## src/rtl/cdb_arbiter.sv

```systemverilog
// cdb_arbiter: collects completed results from the reservation stations and
// broadcasts them on the common data bus.
//  - Each source has its own small FIFO of {rob tag, data}. src_ready depends
//    only on that FIFO's occupancy.
//  - Each cycle a round-robin scan of the registered FIFO state grants up to
//    two sources (lane 0, then lane 1). The lane registers load the FIFO heads
//    on the edge where those entries are popped.
//  - Optional feature macro: CDB_LANE2_EN. When it is defined, lane 1 is live
//    and two grants per cycle are possible. When it is undefined, only lane 0
//    is driven and the lane 1 outputs are tied to idle values.
//
// Handshake: a source result transfers on a rising edge where src_valid[i] and
// src_ready[i] are both high. src_ready[i] is high whenever FIFO i is not full.
// A transferred result whose tag equals INVALID_TAG is accepted and dropped.
// CDB lanes have no back-pressure. A lane valid stays high for exactly one
// cycle per result.
module cdb_arbiter #(
    parameter int          NUM_SRC     = 3,
    parameter int          FIFO_DEPTH  = 2,
    parameter logic [5:0]  INVALID_TAG = 6'b010000
) (
    input  logic                    clock,
    input  logic                    reset,
    input  logic [NUM_SRC-1:0]      src_valid,
    input  logic [6*NUM_SRC-1:0]    src_rob,
    input  logic [32*NUM_SRC-1:0]   src_data,
    output logic [NUM_SRC-1:0]      src_ready,
    output logic                    CDBiscast,
    output logic [5:0]              CDBrobNum,
    output logic [31:0]             CDBdata,
    output logic                    CDBiscast2,
    output logic [5:0]              CDBrobNum2,
    output logic [31:0]             CDBdata2
);

    localparam int PW = $clog2(FIFO_DEPTH);
    localparam int CW = PW + 1;
    localparam int SW = (NUM_SRC > 1) ? $clog2(NUM_SRC) : 1;

    // Per-source FIFO storage and bookkeeping
    logic [5:0]    q_rob  [NUM_SRC][FIFO_DEPTH];
    logic [31:0]   q_data [NUM_SRC][FIFO_DEPTH];
    logic [PW-1:0] wr_ptr [NUM_SRC];
    logic [PW-1:0] rd_ptr [NUM_SRC];
    logic [CW-1:0] count  [NUM_SRC];

    logic [NUM_SRC-1:0] push;
    logic [NUM_SRC-1:0] pop;
    logic [NUM_SRC-1:0] not_empty;

    // Round-robin pointer: first source examined by the next grant scan
    logic [SW-1:0] rr_ptr;
    logic [SW-1:0] rr_next;
    logic [SW-1:0] last_idx;

    // Lane 0 grant
    logic          g0_v;
    logic [SW-1:0] g0_idx;
    logic [5:0]    g0_rob;
    logic [31:0]   g0_data;

`ifdef CDB_LANE2_EN
    // Lane 1 grant
    logic          g1_v;
    logic [SW-1:0] g1_idx;
    logic [5:0]    g1_rob;
    logic [31:0]   g1_data;
`endif

    // Ready is purely occupancy based; invalid-tag pushes handshake but never write
    always_comb begin
        src_ready = '0;
        push      = '0;
        not_empty = '0;
        for (int i = 0; i < NUM_SRC; i++) begin
            src_ready[i] = (count[i] != CW'(FIFO_DEPTH));
            push[i]      = src_valid[i] && src_ready[i] &&
                           (src_rob[6*i +: 6] != INVALID_TAG);
            not_empty[i] = (count[i] != '0);
        end
    end

    // Round-robin scan: first non-empty source from rr_ptr gets lane 0,
    // the second (if lane 1 exists) gets lane 1
    always_comb begin
        logic [SW-1:0] scan_idx;
        g0_v     = 1'b0;
        g0_idx   = '0;
        scan_idx = '0;
`ifdef CDB_LANE2_EN
        g1_v     = 1'b0;
        g1_idx   = '0;
`endif
        for (int k = 0; k < NUM_SRC; k++) begin
            scan_idx = SW'((int'(rr_ptr) + k) % NUM_SRC);
            if (not_empty[scan_idx]) begin
                if (!g0_v) begin
                    g0_v   = 1'b1;
                    g0_idx = scan_idx;
                end
`ifdef CDB_LANE2_EN
                else if (!g1_v) begin
                    g1_v   = 1'b1;
                    g1_idx = scan_idx;
                end
`endif
            end
        end
    end

    // Pop vector, FIFO head selection and the next round-robin pointer
    always_comb begin
        pop      = '0;
        last_idx = g0_idx;
        for (int i = 0; i < NUM_SRC; i++) begin
            pop[i] = g0_v && (g0_idx == SW'(i));
`ifdef CDB_LANE2_EN
            pop[i] = pop[i] || (g1_v && (g1_idx == SW'(i)));
`endif
        end
`ifdef CDB_LANE2_EN
        if (g1_v) begin
            last_idx = g1_idx;
        end
`endif
        if (!g0_v) begin
            rr_next = rr_ptr;
        end else if (last_idx == SW'(NUM_SRC - 1)) begin
            rr_next = '0;
        end else begin
            rr_next = last_idx + SW'(1);
        end
        g0_rob  = q_rob[g0_idx][rd_ptr[g0_idx]];
        g0_data = q_data[g0_idx][rd_ptr[g0_idx]];
`ifdef CDB_LANE2_EN
        g1_rob  = q_rob[g1_idx][rd_ptr[g1_idx]];
        g1_data = q_data[g1_idx][rd_ptr[g1_idx]];
`endif
    end

    // FIFO payload storage; contents are don't-care while the FIFO is empty
    always_ff @(posedge clock) begin
        for (int i = 0; i < NUM_SRC; i++) begin
            if (push[i]) begin
                q_rob[i][wr_ptr[i]]  <= src_rob[6*i +: 6];
                q_data[i][wr_ptr[i]] <= src_data[32*i +: 32];
            end
        end
    end

    // FIFO pointers and occupancy; reset (also the squash) empties every FIFO
    always_ff @(posedge clock) begin
        if (reset) begin
            for (int i = 0; i < NUM_SRC; i++) begin
                wr_ptr[i] <= '0;
                rd_ptr[i] <= '0;
                count[i]  <= '0;
            end
        end else begin
            for (int i = 0; i < NUM_SRC; i++) begin
                if (push[i]) begin
                    wr_ptr[i] <= wr_ptr[i] + PW'(1);
                end
                if (pop[i]) begin
                    rd_ptr[i] <= rd_ptr[i] + PW'(1);
                end
                case ({push[i], pop[i]})
                    2'b10:   count[i] <= count[i] + CW'(1);
                    2'b01:   count[i] <= count[i] - CW'(1);
                    default: count[i] <= count[i];
                endcase
            end
        end
    end

    // Lane 0 output register and round-robin pointer update
    always_ff @(posedge clock) begin
        if (reset) begin
            rr_ptr    <= '0;
            CDBiscast <= 1'b0;
            CDBrobNum <= INVALID_TAG;
            CDBdata   <= '0;
        end else begin
            rr_ptr    <= rr_next;
            CDBiscast <= g0_v;
            CDBrobNum <= g0_v ? g0_rob  : INVALID_TAG;
            CDBdata   <= g0_v ? g0_data : 32'd0;
        end
    end

`ifdef CDB_LANE2_EN
    // Lane 1 output register, loaded from the second granted source
    always_ff @(posedge clock) begin
        if (reset) begin
            CDBiscast2 <= 1'b0;
            CDBrobNum2 <= INVALID_TAG;
            CDBdata2   <= '0;
        end else begin
            CDBiscast2 <= g1_v;
            CDBrobNum2 <= g1_v ? g1_rob  : INVALID_TAG;
            CDBdata2   <= g1_v ? g1_data : 32'd0;
        end
    end
`else
    // Single-lane build: lane 1 permanently idle
    assign CDBiscast2 = 1'b0;
    assign CDBrobNum2 = INVALID_TAG;
    assign CDBdata2   = 32'd0;
`endif

endmodule

```

## config.mk

```make
export PLATFORM = sky130hd
export DESIGN_NAME = cdb_arbiter
export DESIGN_NICKNAME = d
export VERILOG_FILES = /design/src/rtl/cdb_arbiter.sv
export SDC_FILE = /design/constraint.sdc
export NUM_CORES = 1
export LEC_CHECK = 0
export CORE_AREA = 2 2 177 179
export CTS_CLUSTER_SIZE = 12
export DETAILED_ROUTE_END_ITERATION = 10
export DIE_AREA = 0 0 179 181
export HOLD_SLACK_MARGIN = 0.02
export PLACE_DENSITY_LB_ADDON = 0.08
export SLEW_MARGIN = 30
export SYNTH_ARGS = -nofsm -noshare
export SYNTH_HDL_FRONTEND = slang
export SYNTH_SLANG_ARGS = --single-unit
```

## constraint.sdc

```tcl
create_clock -name clock -period 3.7 [get_ports clock]
set_input_delay 0.555 -clock clock [delete_from_list [all_inputs] [get_ports clock]]
set_output_delay 0.555 -clock clock [all_outputs]
set_load 0.01 [all_outputs]
```

* After elaboration in Yosys (flattened, before gate mapping)
Memories as Yosys holds them, arrays and structs flattened. Index checks and enable logic that the tools add are counted.
Word-level totals: register bits 41, latch bits 0, bits in writable memories 240, ROM bits 0, input port bits 119, logic and storage cells 192, memories 5
Memory list:
- q_data | words 3, width 64, read ports 1, clocked after memory_dff 0, wr ports 3, RTL line 42 | logic [31:0] q_data [NUM_SRC][FIFO_DEPTH];
- q_rob | words 3, width 12, read ports 1, clocked after memory_dff 0, wr ports 3, RTL line 41 | logic [5:0] q_rob [NUM_SRC][FIFO_DEPTH];
- count | words 3, width 2, read ports 3, clocked after memory_dff 0, wr ports 3, RTL line 45 | logic [CW-1:0] count [NUM_SRC];
- rd_ptr | words 3, width 1, read ports 4, clocked after memory_dff 0, wr ports 3, RTL line 44 | logic [PW-1:0] rd_ptr [NUM_SRC];
- wr_ptr | words 3, width 1, read ports 3, clocked after memory_dff 0, wr ports 3, RTL line 43 | logic [PW-1:0] wr_ptr [NUM_SRC];
Operators by class: add/sub/neg operators 15, multipliers 0, div/mod/pow operators 3, magnitude comparators 10, equal/unequal tests 14, shifts and indexed selects 0, mux-type cells 101, bitwise gates (word level) 20, reduce and logical (&&, ||, !) cells 20
Operators with widths (number):
- 32-bit 2-to-1 mux | 6
- 64-bit 2-to-1 mux | 3
- 32-bit demux with 1-bit select | 3
- 32-bit by 3-bit remainder unit with 32-bit output, second input constant | 2
- 1-bit 2-to-1 mux | 59
- 12-bit 2-to-1 mux | 3
- 6-bit 2-to-1 mux | 6
- 3-bit by 3-bit remainder unit with 32-bit output, second input constant | 1
- 2-bit 2-to-1 mux | 15
- 6-bit demux with 1-bit select | 3
- 6-bit by 5-bit != test with 1-bit output, second input constant | 3
- 1-bit OR | 15
- 1-bit logical AND | 12
- 2-bit by 3-bit < comparator with 1-bit output, second input constant | 3
- 2-bit by 1-bit adder with 2-bit output, second input constant | 4
- 2-bit by 1-bit equality test with 1-bit output, second input constant | 4
- 2-bit equality test, second input constant | 4
- 2-bit greater-or-equal comparator, second input constant | 4
- 1-bit inverter with 2-bit output | 4
- 2-bit OR reduction | 4
- 1-bit adder, second input constant | 6
- 1-bit binary-select mux with 2-bit select | 3
- 2-bit by 1-bit < comparator with 1-bit output, second input constant | 3
- 2-bit != test, second input constant | 3
- 6 further kinds | 10

* Logic depth before layout (Yosys ltp)
Gate-level depths: netlist of run 1. An unclocked memory read counts as a cell.
depth after elaboration 18, depth in mapped cells 12

* Worst setup path after synthesis of run 1
Ideal clock, no wire load.
path kind input -> register, start input src_rob[10], end memory q_data[1][32] (netlist name), enable pin, library setup time 0.433 ns, arrival 2.527 ns, path slack 0.739 ns, cell stages on the path 3, cells stage by stage or4b_2 o311ai_1 nor2_1
RTL lines:
- start: declaration | RTL line 25 | input logic [6*NUM_SRC-1:0] src_rob,
- end: declaration | RTL line 42

* Final worst setup path of run 1
start register rr_ptr[0], end register CDBdata[0]
On the way: longest elaborated chain between the ends 13
RTL lines:
- start: declaration | RTL line 52 | logic [SW-1:0] rr_ptr;
- start signal: assignment | RTL line 184 | rr_ptr <= rr_next;
- branches (longest 13 deep; another with 32-bit by 3-bit remainder unit with 32-bit output)
- end signal: assignment | RTL line 187 | CDBdata <= g0_v ? g0_data : 32'd0;
- end: declaration | RTL line 30 | output logic [31:0] CDBdata,
Parallel ways; which one is timed is not known. The select of a mux whose other input is x is not followed. A chain may end at the register's enable or synchronous reset.

==> results summary, run 1 <==
The run finished with clean final reports. In this run the worst path has a maximum fanout of 56. The capture instance of the worst register-to-register path is CDBdata[0].

In this run the number of H-tree levels came out at 1. The fraction of final layout cells sized beyond drive strength 1 is 8.939%. Entering global routing, the biggest net connects 57 pins. The final core utilization came out at 44.27%. The routed length per placed instance came out at 22.13 microns.

The post-synthesis to final-layout area growth is 27.73%. The final max-slew violation count is 0. The TritonCTS clock tree is done.

The worst hold path terminates at rr_ptr[0]. The ratio of final minimum period to clock period came out at 83.97%. Measured along the y axis, the die boundary spans 181 microns. The synthesized instance count is 643. The flop-to-flop setup slack is 0.59 ns. The count of final hold-check violations came to 0. The filler cell count is 2688. After synthesis the netlist holds a flip-flop and latch count of 281. The total overflow left after global routing is 0. The via count of the first global-routing pass was 6512. The number of buffer cells added on primary ports came out at 160.

The number of endpoints failing setup at the final stage came out at 0. The number of core rows came out at 64. Counting cells, the worst reg-to-reg path comes to 10.

The DRC violation count after routing came out at 0. The average vias per placed instance is 4.988. The total standard cell area after synthesis came out at 10520 sq um. Buffers added to address setup during post-CTS repair amount to 0. The number of gates given a new drive strength after cts is 0.

In this run the most critical hold path is launched from rr_ptr[0]. The number of flops mapped to enable cells by yosys came out at 240. STA classifies the critical path endpoint as a flop. The min-delay analysis places its worst path in the category reg2reg. In this run the critical register-to-register path is launched from rr_ptr[0]. The worst pin sits at a relative slew slack of 45.73%.

The number of nets at the end of the flow is 943. STA classifies the critical path startpoint as a flop. The number of antenna violations at the first check in global routing is 0. The count of warnings emitted by yosys came out at 0. The HPWL reported at the end of detailed placement came out at 17.04 mm. The setup TNS after final layout came out at 0 ns.

The number of clock buffers inserted by TritonCTS came out at 30. The endpoint arrival time on the critical path came out at 3.54 ns. The violation count after the first detailed-route iteration came out at 370.

The count of cells along the worst hold path came out at 2. The routing layer with the top usage in global route is met2. The top cell type by total area after synthesis is sky130_fd_sc_hd__edfxtp_1. The placeable core region is 30350 sq um. At the end of routability-driven placement, the weighted congestion stood at 0.7799. The wire length of the first global-routing pass came out at 40.41 mm. The initial utilization of the core area, before any placement, comes to 34.66%. The library cell used as clock root buffer is sky130_fd_sc_hd__clkbuf_16. Dividing total power by cell area gives a power density of 848.8 nW/um^2. For this block, the via count after detailed routing is 6160.

For this run, the leading register cell type out of synthesis is sky130_fd_sc_hd__edfxtp_1. The maximum clock path buffer count came out at 3. The most common cell in the synthesized netlist is sky130_fd_sc_hd__edfxtp_1. The length of the first detailed-routing pass in iterations came out at 5. For this run, global-route usage on met3 was measured as 2.820%.

The later-pin clock latency in the skew report came out at 0.55 ns. In this run the horizontal extent of the chip is 179 microns. The post-detailed-routing wire length came out at 27.33 mm. In the global route stage, overall resource usage came out at 16.68%. Buffers inserted to repair hold after CTS numbered 0. The tree built by TritonCTS fans out to 281 sinks. Setup repair after global routing left no endpoint under its margin. The portion of synthesized cell area occupied by the leading cell type is 68.51%.

The I/O pin count is 200. The met1 usage is 22.26%. Timing would allow up to 321.9 MHz.

The sequential element share of the synthesized area is 76.32%. The post-CTS clock slew at the launch and capture registers of the worst setup and hold paths is 0.06 ns. The post-synthesis area per instance is 16.36 sq um. The leakage power is 4.586 nW.

The shortest clock period the worst path allows after layout came out at 3.107 ns. The diode insertion count for antenna repair is 0. Synthesis instantiated 42 different standard cells from the library.

The count of maximum capacitance violations came out at 0. The post-detailed-route count of antenna-violating nets is 0. The critical path is of the reg2reg type. The slew at the pin closest to its max-slew limit is 0.8121 ns.

The floorplan step defined a die boundary enclosing 32400 sq um. The final worst clock skew is 0.008455 ns. The worst-case IR drop observed on VDD is 0.5737 mV. The critical path required time is 4.13 ns.

Sorting the synthesized cells by area gives the leading types as sky130_fd_sc_hd__edfxtp_1 (69%), sky130_fd_sc_hd__dfxtp_1 (7.8%), sky130_fd_sc_hd__a22o_1 (3.2%). Counting instances in the post-synthesis netlist gives the leading cell types as sky130_fd_sc_hd__edfxtp_1 (240), sky130_fd_sc_hd__buf_4 (41), sky130_fd_sc_hd__dfxtp_1 (41), sky130_fd_sc_hd__nand2_1 (40). The met2 track utilization from global routing came out at 28.51%. The share of flip-flops with an asynchronous set or reset is 0%.
-- final cells by class --
cell class                 instances  area (sq um)  share of cell area [%]
tap                              396         495.5                   3.688
clock inverter                     5         45.04                  0.3353
sequential                       281          8028                   59.75
timing repair buffer             180          1789                   13.32
inverter                          15         56.30                  0.4191
clock buffer                      51         880.8                   6.556
multi-input combinational        307          2141                   15.93
-- worst max-delay path: stages (launching register included) --
cell,delay [ns]
sky130_fd_sc_hd__dfxtp_1,0.35
sky130_fd_sc_hd__inv_1,0.05
sky130_fd_sc_hd__ha_1,0.37
sky130_fd_sc_hd__nor3b_2,0.23
sky130_fd_sc_hd__o2111ai_2,0.25
sky130_fd_sc_hd__inv_2,0.15
sky130_fd_sc_hd__buf_4,0.30
sky130_fd_sc_hd__buf_4,0.61
sky130_fd_sc_hd__a22o_1,0.26
sky130_fd_sc_hd__a211oi_1,0.04
sky130_fd_sc_hd__a311oi_1,0.33
-- routing by layer --
metal  vias to the layer above  share of wire, %
li1                       2807                 -
met1                      3121                43
met2                       199                49
met3                        33               5.8
met4                         0               1.8
met5                         -                 0
-- where the power goes --
group          internal (mW)  switching (mW)  leakage [nW]  total [mW]
clock network           1.67            1.15         0.444        2.82
registers               4.15           0.204          2.58        4.35
logic                   1.59            2.65          1.56        4.23
total                   7.40            4.00          4.59        11.4
-- metrics by stage --
stage	power [mW]	cells	area (sq um)	worst slack (ns)	hold slack (ns)
detailed placement	8.738	1179	12510	0.4626	0.4730
floorplan	7.161	680	10660	0.7391	0.4536
finish	11.40	1235	13440	0.5933	0.4788
CTS	11.58	1235	13440	0.6083	0.4815
global route	12.08	1235	13440	0.3766	0.5168
global placement	8.650	1179	12510	0.4036	0.4649
-- worst max path at each step --
stage,from,end,slack [ns],cells after the start
finish,rr_ptr[0],CDBdata[0],0.59,10
global placement,src_rob[9],q_data[1][22],0.40,5
global route,rr_ptr[0],CDBdata[0],0.38,10
CTS,rr_ptr[0],CDBdata[11],0.61,10
floorplan,src_rob[10],q_data[1][32],0.74,3
detailed placement,src_rob[16],q_data[2][31],0.46,7
-- cells in the final DEF, fill, tap and decap left out, drive strengths merged, types with 20 or more instances in the layout --
| cell | n |
|---|---|
| a211oi | 38 |
| a22o | 38 |
| a22oi | 38 |
| a311oi | 37 |
| buf | 20 |
| clkbuf | 51 |
| clkdlybuf4s50 | 160 |
| conb | 39 |
| dfxtp | 41 |
| edfxtp | 240 |
| nand2 | 40 |
| nor2 | 21 |
-- registers in the layout, indices dropped and copies added, names as in the netlist, 2 cells and up --
name	flops
rr_ptr	2
CDBrobNum	6
count	6
rd_ptr	3
CDBdata	32
q_rob	36
q_data	192
wr_ptr	3
-- logic make-up after synthesis --
family,Yosys count,synth area share [%]
compound gates,171,13.52
xor+xnor,5,0.4164
fa+ha+maj,9,1.071
buf+inv,92,4.984
flops,281,76.32
other cells,2,0.07140
simple gates,83,3.616
(Power assumes the default switching activity.)
==> run 2: changes to the inputs <==
- clock period: 3.7 -> 2.8 ns (I/O delays scaled with it)
==> run 2 against run 1 <==
Effect of this change: routed wire length up 2.9%; cell area up 4.3%; non-clock buffer count up 34; total power up 42%; clock-buffer cell count down 6; hold slack worse by 0.017 ns.
==> results summary, run 2 (synthesis gave the netlist of run 1 again) <==
The flow ran to the end, and the final reports show no timing, DRC or antenna violations. The number of core rows is 64 (unchanged). The number of nets at the end of the flow is 977 (+3.6%).

The ratio of final minimum period to clock period came out at 96.04% (+12 points). The I/O pin count is 200 (unchanged). The worst-case vdd ir drop came out at 0.6046 mV (+5.4%). The critical path required time came out at 3.25 ns (-0.88 ns). The filler cell count was 2646 (-1.6%). The worst register-to-register path ends at CDBdata[11]. In this run the clock root is driven by a sky130_fd_sc_hd__clkbuf_16.

The number of endpoints failing setup at the final stage is 0 (unchanged). The placeable core region was 30350 sq um (unchanged). The routed length per placed instance is 22.19 microns (+0.29%). In this run the most critical hold path is launched from src_data[5]. The part of the power in registers came out at 35.5% (-2.7 points). The endpoint arrival time on the critical path came out at 3.14 ns (-0.40 ns).

The length in cells of the worst reg-to-reg path is 11 (+1). The final core utilization came out at 46.16% (+1.9 points). TritonCTS built the clock tree. The DRC violation count after routing is 0 (unchanged).

The later-pin clock latency in the skew report is 0.54 ns (about the same). The number of flip-flops in the largest register came out at 192 (unchanged). The switching power came out at 5.696 mW (+42%).

The endpoint of the most critical setup path is CDBdata[11]. The post-detailed-route count of antenna-violating nets came out at 0 (unchanged). In this run the critical register-to-register path is launched from rr_ptr[0]. The sort of element at the end of the critical path is a flop. The number of sinks on the clock net came out at 281 (unchanged). The maximum clock path buffer count is 3 (unchanged). The via count of the first global-routing pass came out at 6404 (-1.7%). The cell-internal power came out at 10.46 mW (+41%). The setup path with the least slack is of type reg2reg. The starting density of the core is 34.66% (unchanged). The final max-slew violation count was 0 (unchanged). The highest achievable clock rate is 371.9 MHz (+16%). The average vias per placed instance came out at 4.998 (+0.21%).

The leading cell type in the layout, fill and taps excluded is sky130_fd_sc_hd__edfxtp_1. The critical path starts at rr_ptr[0]. The wire length of the first global-routing pass is 39.90 mm (-1.3%). The power density of the placed cells is 1153 nW/um^2 (+36%). The sum of overflow across all layers after global routing is 0 (unchanged). The maximum number of pins on one net before global-route repair is 58 (+1.8%). The post-detailed-routing wire length is 28.11 mm (+2.9%). The switching power share of the total came out at 35.26% (+0.16 points). The depth of the CTS H-tree is 1 (unchanged).

The number of clock buffers inserted by TritonCTS was 30 (unchanged). The diode insertion count for antenna repair is 0 (unchanged). The count of maximum capacitance violations came out at 0 (unchanged). The leakage power is 4.861 nW (+6.0%). The setup TNS after final layout came out at 0 ns (unchanged). The vertical die dimension is 181 microns (unchanged). The violation count after the first detailed-route iteration is 397 (+7.3%).

The post-CTS clock slew at the launch and capture registers of the worst setup and hold paths was 0.06 ns (about the same). The weighted congestion at the end of routability-driven global placement came out at 0.7542 (-3.3%). The die extent in x is 179 microns (unchanged). The final worst clock skew came out at 0.009389 ns (+0.0009346 ns). The post-synthesis to final-layout area growth is 33.19%.

STA classifies the critical path startpoint as a flop. The logic gate share of total power came out at 41.3% (+4.2 points). The global routing usage summed across all routing layers is 16.56% (-0.12 points). The worst hold margin is 0.4623 ns (-0.01650 ns).

The top cell types in the final layout, fill and taps aside, are sky130_fd_sc_hd__edfxtp_1 (240), sky130_fd_sc_hd__clkdlybuf4s50_1 (160), sky130_fd_sc_hd__dfxtp_1 (41), sky130_fd_sc_hd__nand2_1 (40), sky130_fd_sc_hd__conb_1 (39). The shortest clock period the worst path allows after layout is 2.689 ns (-0.4176 ns). The length of the first detailed-routing pass in iterations came to 5 (unchanged).

The count of final hold-check violations came to 0 (unchanged). The total die area is 32400 sq um (unchanged). The flop-to-flop setup slack came out at 0.11 ns (-0.48 ns). The overall via count from detail_route is 6333 (+2.8%). The part of the total power dissipated in the clock network was 23.2% (-1.5 points). The fraction of final layout cells sized beyond drive strength 1 came out at 13.43% (+4.5 points). The number of buffer cells added on primary ports is 160 (unchanged). The maximum fanout along the worst path is 13 (-77%). The HPWL reported at the end of detailed placement is 17.52 mm (+2.8%). The path category of the worst min-delay check is in2reg. The number of antenna violations at the first check in global routing is 0 (unchanged).
-- run 2: worst min-delay path by stage --
stage	endpoint	cells past startpoint	slack [ns]
6_report	q_data[0][37]	1	0.46
5_1_grt	q_data[2][57]	1	0.43
4_1_cts	q_data[0][5]	1	0.44
3_5_place_dp	rr_ptr[0]	2	0.47
3_3_place_gp	rr_ptr[0]	2	0.47
2_1_floorplan	rr_ptr[0]	2	0.45
-- run 2: stage by stage --
stage / instance area, sq um / cells / power [mW] / setup WS, ns
detailed placement: 12960 / 1207 / 11.93 / -0.07415
global placement: 12960 / 1207 / 11.84 / -0.01261
global route: 14010 / 1267 / 17.05 / -0.01788
CTS: 13890 / 1261 / 15.71 / 0.01486
floorplan: 10660 / 680 / 9.461 / -0.08638
finish: 14010 / 1267 / 16.16 / 0.1109
-- run 2: area by class of cell --
| class | instances | area, sq um | area share [%] |
|---|---|---|---|
| clock inverter | 9 | 70.07 | 0.5001 |
| multi-input combinational | 307 | 2167 | 15.47 |
| sequential | 281 | 8028 | 57.30 |
| tap | 396 | 495.5 | 3.537 |
| timing repair buffer | 214 | 2325 | 16.59 |
| inverter | 15 | 56.30 | 0.4019 |
| clock buffer | 45 | 868.3 | 6.198 |
-- run 2: critical path, stage by stage, from the launching register on --
cell and delay, ns:
sky130_fd_sc_hd__dfxtp_1 0.35, sky130_fd_sc_hd__inv_1 0.06, sky130_fd_sc_hd__ha_1 0.38, sky130_fd_sc_hd__nor3b_4 0.27, sky130_fd_sc_hd__o2111ai_4 0.18, sky130_fd_sc_hd__inv_2 0.15, sky130_fd_sc_hd__a21oi_4 0.07, sky130_fd_sc_hd__a221oi_4 0.38
sky130_fd_sc_hd__buf_4 0.21, sky130_fd_sc_hd__buf_6 0.21, sky130_fd_sc_hd__a211oi_1 0.08, sky130_fd_sc_hd__a311oi_2 0.26
-- run 2: power groups by stage --
stage	Clock, mW	Sequential, mW	Combinational [mW]
after floorplan	0	5.84	3.62
after global placement	0	5.80	6.05
after detailed placement	0	5.82	6.11
after CTS	3.84	5.74	6.12
after global routing	4.02	5.81	7.22
final	3.74	5.74	6.67
-- run 2: per-layer routing --
layer / vias to the layer above / part of all wire [%] / track usage (%) / wire length (microns)
met5: - / 0 / 0 / 0
met4: 0 / 1.9 / 4.358 / 544
met3: 35 / 5.7 / 2.925 / 1591
met2: 199 / 48 / 27.31 / 13560
met1: 3213 / 44 / 22.52 / 12420
li1: 2886 / - / - / -
-- run 2: timing repair --
action	4_1_cts	5_1_grt
gates cloned	0	3
gates resized for setup	0	8
hold endpoints to repair	0	0
hold buffers	0	0
setup buffers	0	3
setup endpoints to repair	3	12
pin swaps	1	1
==> run 3: changes to the inputs <==
- CTS_BUF_LIST: not set -> sky130_fd_sc_hd__clkbuf_2
- TNS_END_PERCENT: not set -> 30
==> run 3 against run 2 <==
Effect of this change: non-clock buffer count is 5 higher; largest power group unchanged; global-route usage grew 0.12 points; critical path type unchanged; clock power fell by 25%; cell area decreased by 1.4%; routed wire length up 3.8%; register-to-register slack better by 0.05 ns; cell count rose by 7.2%; core utilization down 0.65 points; fmax rose by 1.7%.
==> results summary, run 3 (synthesis gave the netlist of run 1 again) <==
The area growth from synthesis to layout is 31.32%. The number of core rows came out at 64 (unchanged). The number of flip-flops in the largest register is 192 (unchanged). The switching power is 5.903 mW (+3.6%). The critical path goes through inv_1, ha_1, nor3b_4, o2111ai_4, clkinv_4, a21oi_4, buf_4, buf_16, nand2_1, a311oi_2, buf_4.

The wire length of the first global-routing pass is 40.00 mm (+0.26%). The sort of element at the end of the critical path is a flop. The critical path in this run is classified as reg2reg. The filler cell count came to 2747 (+3.8%). The final max-slew violation count is 0 (unchanged). The setup TNS after final layout is 0 ns (unchanged). The number of buffers inserted by hold repair at cts came out at 0 (unchanged). The worst-case vdd ir drop is 0.6420 mV (+6.2%). The total die area came to 32400 sq um (unchanged). The later-pin clock latency in the skew report was 0.84 ns (+0.30 ns). The final worst clock skew is 0.07204 ns (+0.06265 ns). The starting density of the core came out at 34.66% (unchanged). By instance count, the cell type seen most on the critical path is sky130_fd_sc_hd__buf_4. The endpoint arrival time on the critical path is 3.35 ns (+0.21 ns). The critical path required time was 3.51 ns (+0.26 ns). The global routing usage summed across all routing layers came out at 16.68% (+0.12 points). The maximum clock path buffer count is 3 (unchanged). The count of final hold-check violations is 0 (unchanged).

The worst slack at placement is -0.1000 ns (-0.02587 ns). The shortest clock period the worst path allows after layout is 2.644 ns (-0.04522 ns). The slew at the pin closest to its max-slew limit came out at 0.6255 ns.

The I/O pin count is 200 (unchanged). The final worst-path setup slack came to 0.1561 ns (+0.04522 ns). The library cell used most frequently in the layout, excluding fill and tap cells, is sky130_fd_sc_hd__edfxtp_1. The average vias per placed instance came to 4.871 (-2.5%).

The DRC violation count after routing is 0 (unchanged). The overall via count from detail_route is 6615 (+4.5%). The HPWL reported at the end of detailed placement came out at 17.50 mm (-0.11%). The TritonCTS clock tree is done. In this run the critical register-to-register path is launched from rr_ptr[0]. The highest achievable clock rate is 378.2 MHz (+1.7%).

The number of clock buffers inserted by TritonCTS is 75 (+150%). The number of sinks on the clock net came to 281 (unchanged). The power density of the placed cells is 1122 nW/um^2 (-2.7%). STA classifies the critical path startpoint as a flop.

The part of the power in registers is 36.9% (+1.4 points). The routed length per placed instance came out at 21.48 microns (-3.2%). The logic gate share of total power came to 45.0% (+3.7 points). The final core utilization came out at 45.51% (-0.65 points). The number of endpoints failing setup at the final stage was 0 (unchanged). The switching power share of the total came out at 38.10% (+2.8 points).

The sum of overflow across all layers after global routing came out at 0 (unchanged). The length of the first detailed-routing pass in iterations is 4 (-1). Among cell families on the critical path, the largest total delay comes from buffers and inverters. The post-detailed-route count of antenna-violating nets was 0 (unchanged). The fraction of final layout cells sized beyond drive strength 1 was 20.63% (+7.2 points). The worst path buffer plus inverter count came out at 5 (+1). The number of nets at the end of the flow is 1027 (+5.1%). The maximum number of pins on one net before global-route repair came out at 61 (+5.2%). The cell-internal power came out at 9.589 mW (-8.3%). The tree is rooted in a sky130_fd_sc_hd__clkbuf_2. The count of maximum capacitance violations came out at 0 (unchanged).

The number of buffer cells added on primary ports came to 160 (unchanged). The post-detailed-routing wire length is 29.17 mm (+3.8%). The number of antenna violations at the first check in global routing came out at 2 (+2).

The depth of the CTS H-tree is 3 (+2). The leakage power was 4.956 nW (+2.0%). The post-CTS clock slew at the launch and capture registers of the worst setup and hold paths came out at 0.10 ns (+0.04 ns).

The biggest cell delay along the critical path is 0.36 ns (-0.02 ns). In the layout the commonest cells are sky130_fd_sc_hd__edfxtp_1 (240), sky130_fd_sc_hd__clkdlybuf4s50_1 (160), sky130_fd_sc_hd__clkbuf_2 (108), sky130_fd_sc_hd__dfxtp_1 (41), sky130_fd_sc_hd__nand2_1 (40). The worst relative slew slack came out at 58.20%. The worst setup path startpoint is rr_ptr[0].

The cell at the slowest stage of the critical path is sky130_fd_sc_hd__ha_1. The weighted congestion at the end of routability-driven global placement is 0.7813 (+3.6%). The die extent in x is 179 microns (unchanged). The via count of the first global-routing pass is 6941 (+8.4%). The vertical die dimension is 181 microns (unchanged). The path category of the worst min-delay check is in2reg. The violation count after the first detailed-route iteration came to 434 (+9.3%). The worst hold path begins at src_data[46]. The post-route total power came out at 15.49 mW (-4.1%). The run finished with clean final reports. The placeable core region is 30350 sq um (unchanged). The part of the total power dissipated in the clock network came out at 18.1% (-5.1 points). The ratio of final minimum period to clock period is 94.42% (-1.6 points). The maximum fanout along the worst path came out at 30 (+17).
==> run 3: changes by cell type in the layout (fill, tap and decap cells not counted), sizes merged <==
cell      delta
buf          +2
clkbuf      +66
clkinv      +19
clkinvlp     +1
diode        +2
inv          +1
==> run 3: cell type report <==
class                   count  area, sq um  share of cell area (%)
repair buffers            219         2369                   17.15
flip-flops and latches    281         8028                   58.12
clock inverters            30        148.9                   1.078
well taps                 396        495.5                   3.587
diodes                      2        5.005                 0.03623
clock buffers             108        540.5                   3.913
inverters                  15        63.81                  0.4620
multi-input cells         307         2163                   15.66
==> run 3: worst paths after layout <==
check	endpoint	slack (ns)	cells after the start
max	CDBrobNum[0]	0.16	11
max reg2reg	CDBrobNum[0]	0.16	11
min reg2reg	rr_ptr[0]	0.48	2
min	q_data[1][14]	0.17	1
==> run 3: power by group through the flow <==
stage | sequential (mW) | combinational (mW) | clock [mW]
2_1_floorplan | 5.85 | 3.62 | 0
3_3_place_gp | 5.79 | 6.06 | 0
3_5_place_dp | 5.81 | 6.16 | 0
4_1_cts | 5.72 | 6.18 | 2.92
5_1_grt | 5.79 | 7.56 | 3.13
6_report | 5.72 | 6.97 | 2.80
==> run 3: what timing repair did <==
| action | 4_1_cts | 5_1_grt |
|---|---|---|
| buffers inserted | 0 | 4 |
| setup endpoints to repair | 1 | 12 |
| gates cloned | 0 | 5 |
| hold endpoints to repair | 0 | 0 |
| pin swaps | 1 | 3 |
| gates resized for setup | 0 | 9 |
==> run 3: stage by stage <==
stage / instances / hold slack (ns) / cell area, sq um
final: 1358 / 0.1744 / 13810
after global routing: 1358 / 0.09992 / 13810
after CTS: 1347 / 0.06767 / 13610
after detailed placement: 1209 / 0.4733 / 12920
after global placement: 1209 / 0.4670 / 12920
after floorplan: 680 / 0.4536 / 10660
==> run 3: metal layers <==
layer / vias to the layer above / global-route usage [%] / share of wire (%)
li1: 3031 / - / -
met1: 3263 / 20.49 / 42
met2: 258 / 27.48 / 48
met3: 63 / 4.272 / 6.9
met4: 0 / 7.545 / 2.9
met5: - / 0 / 0
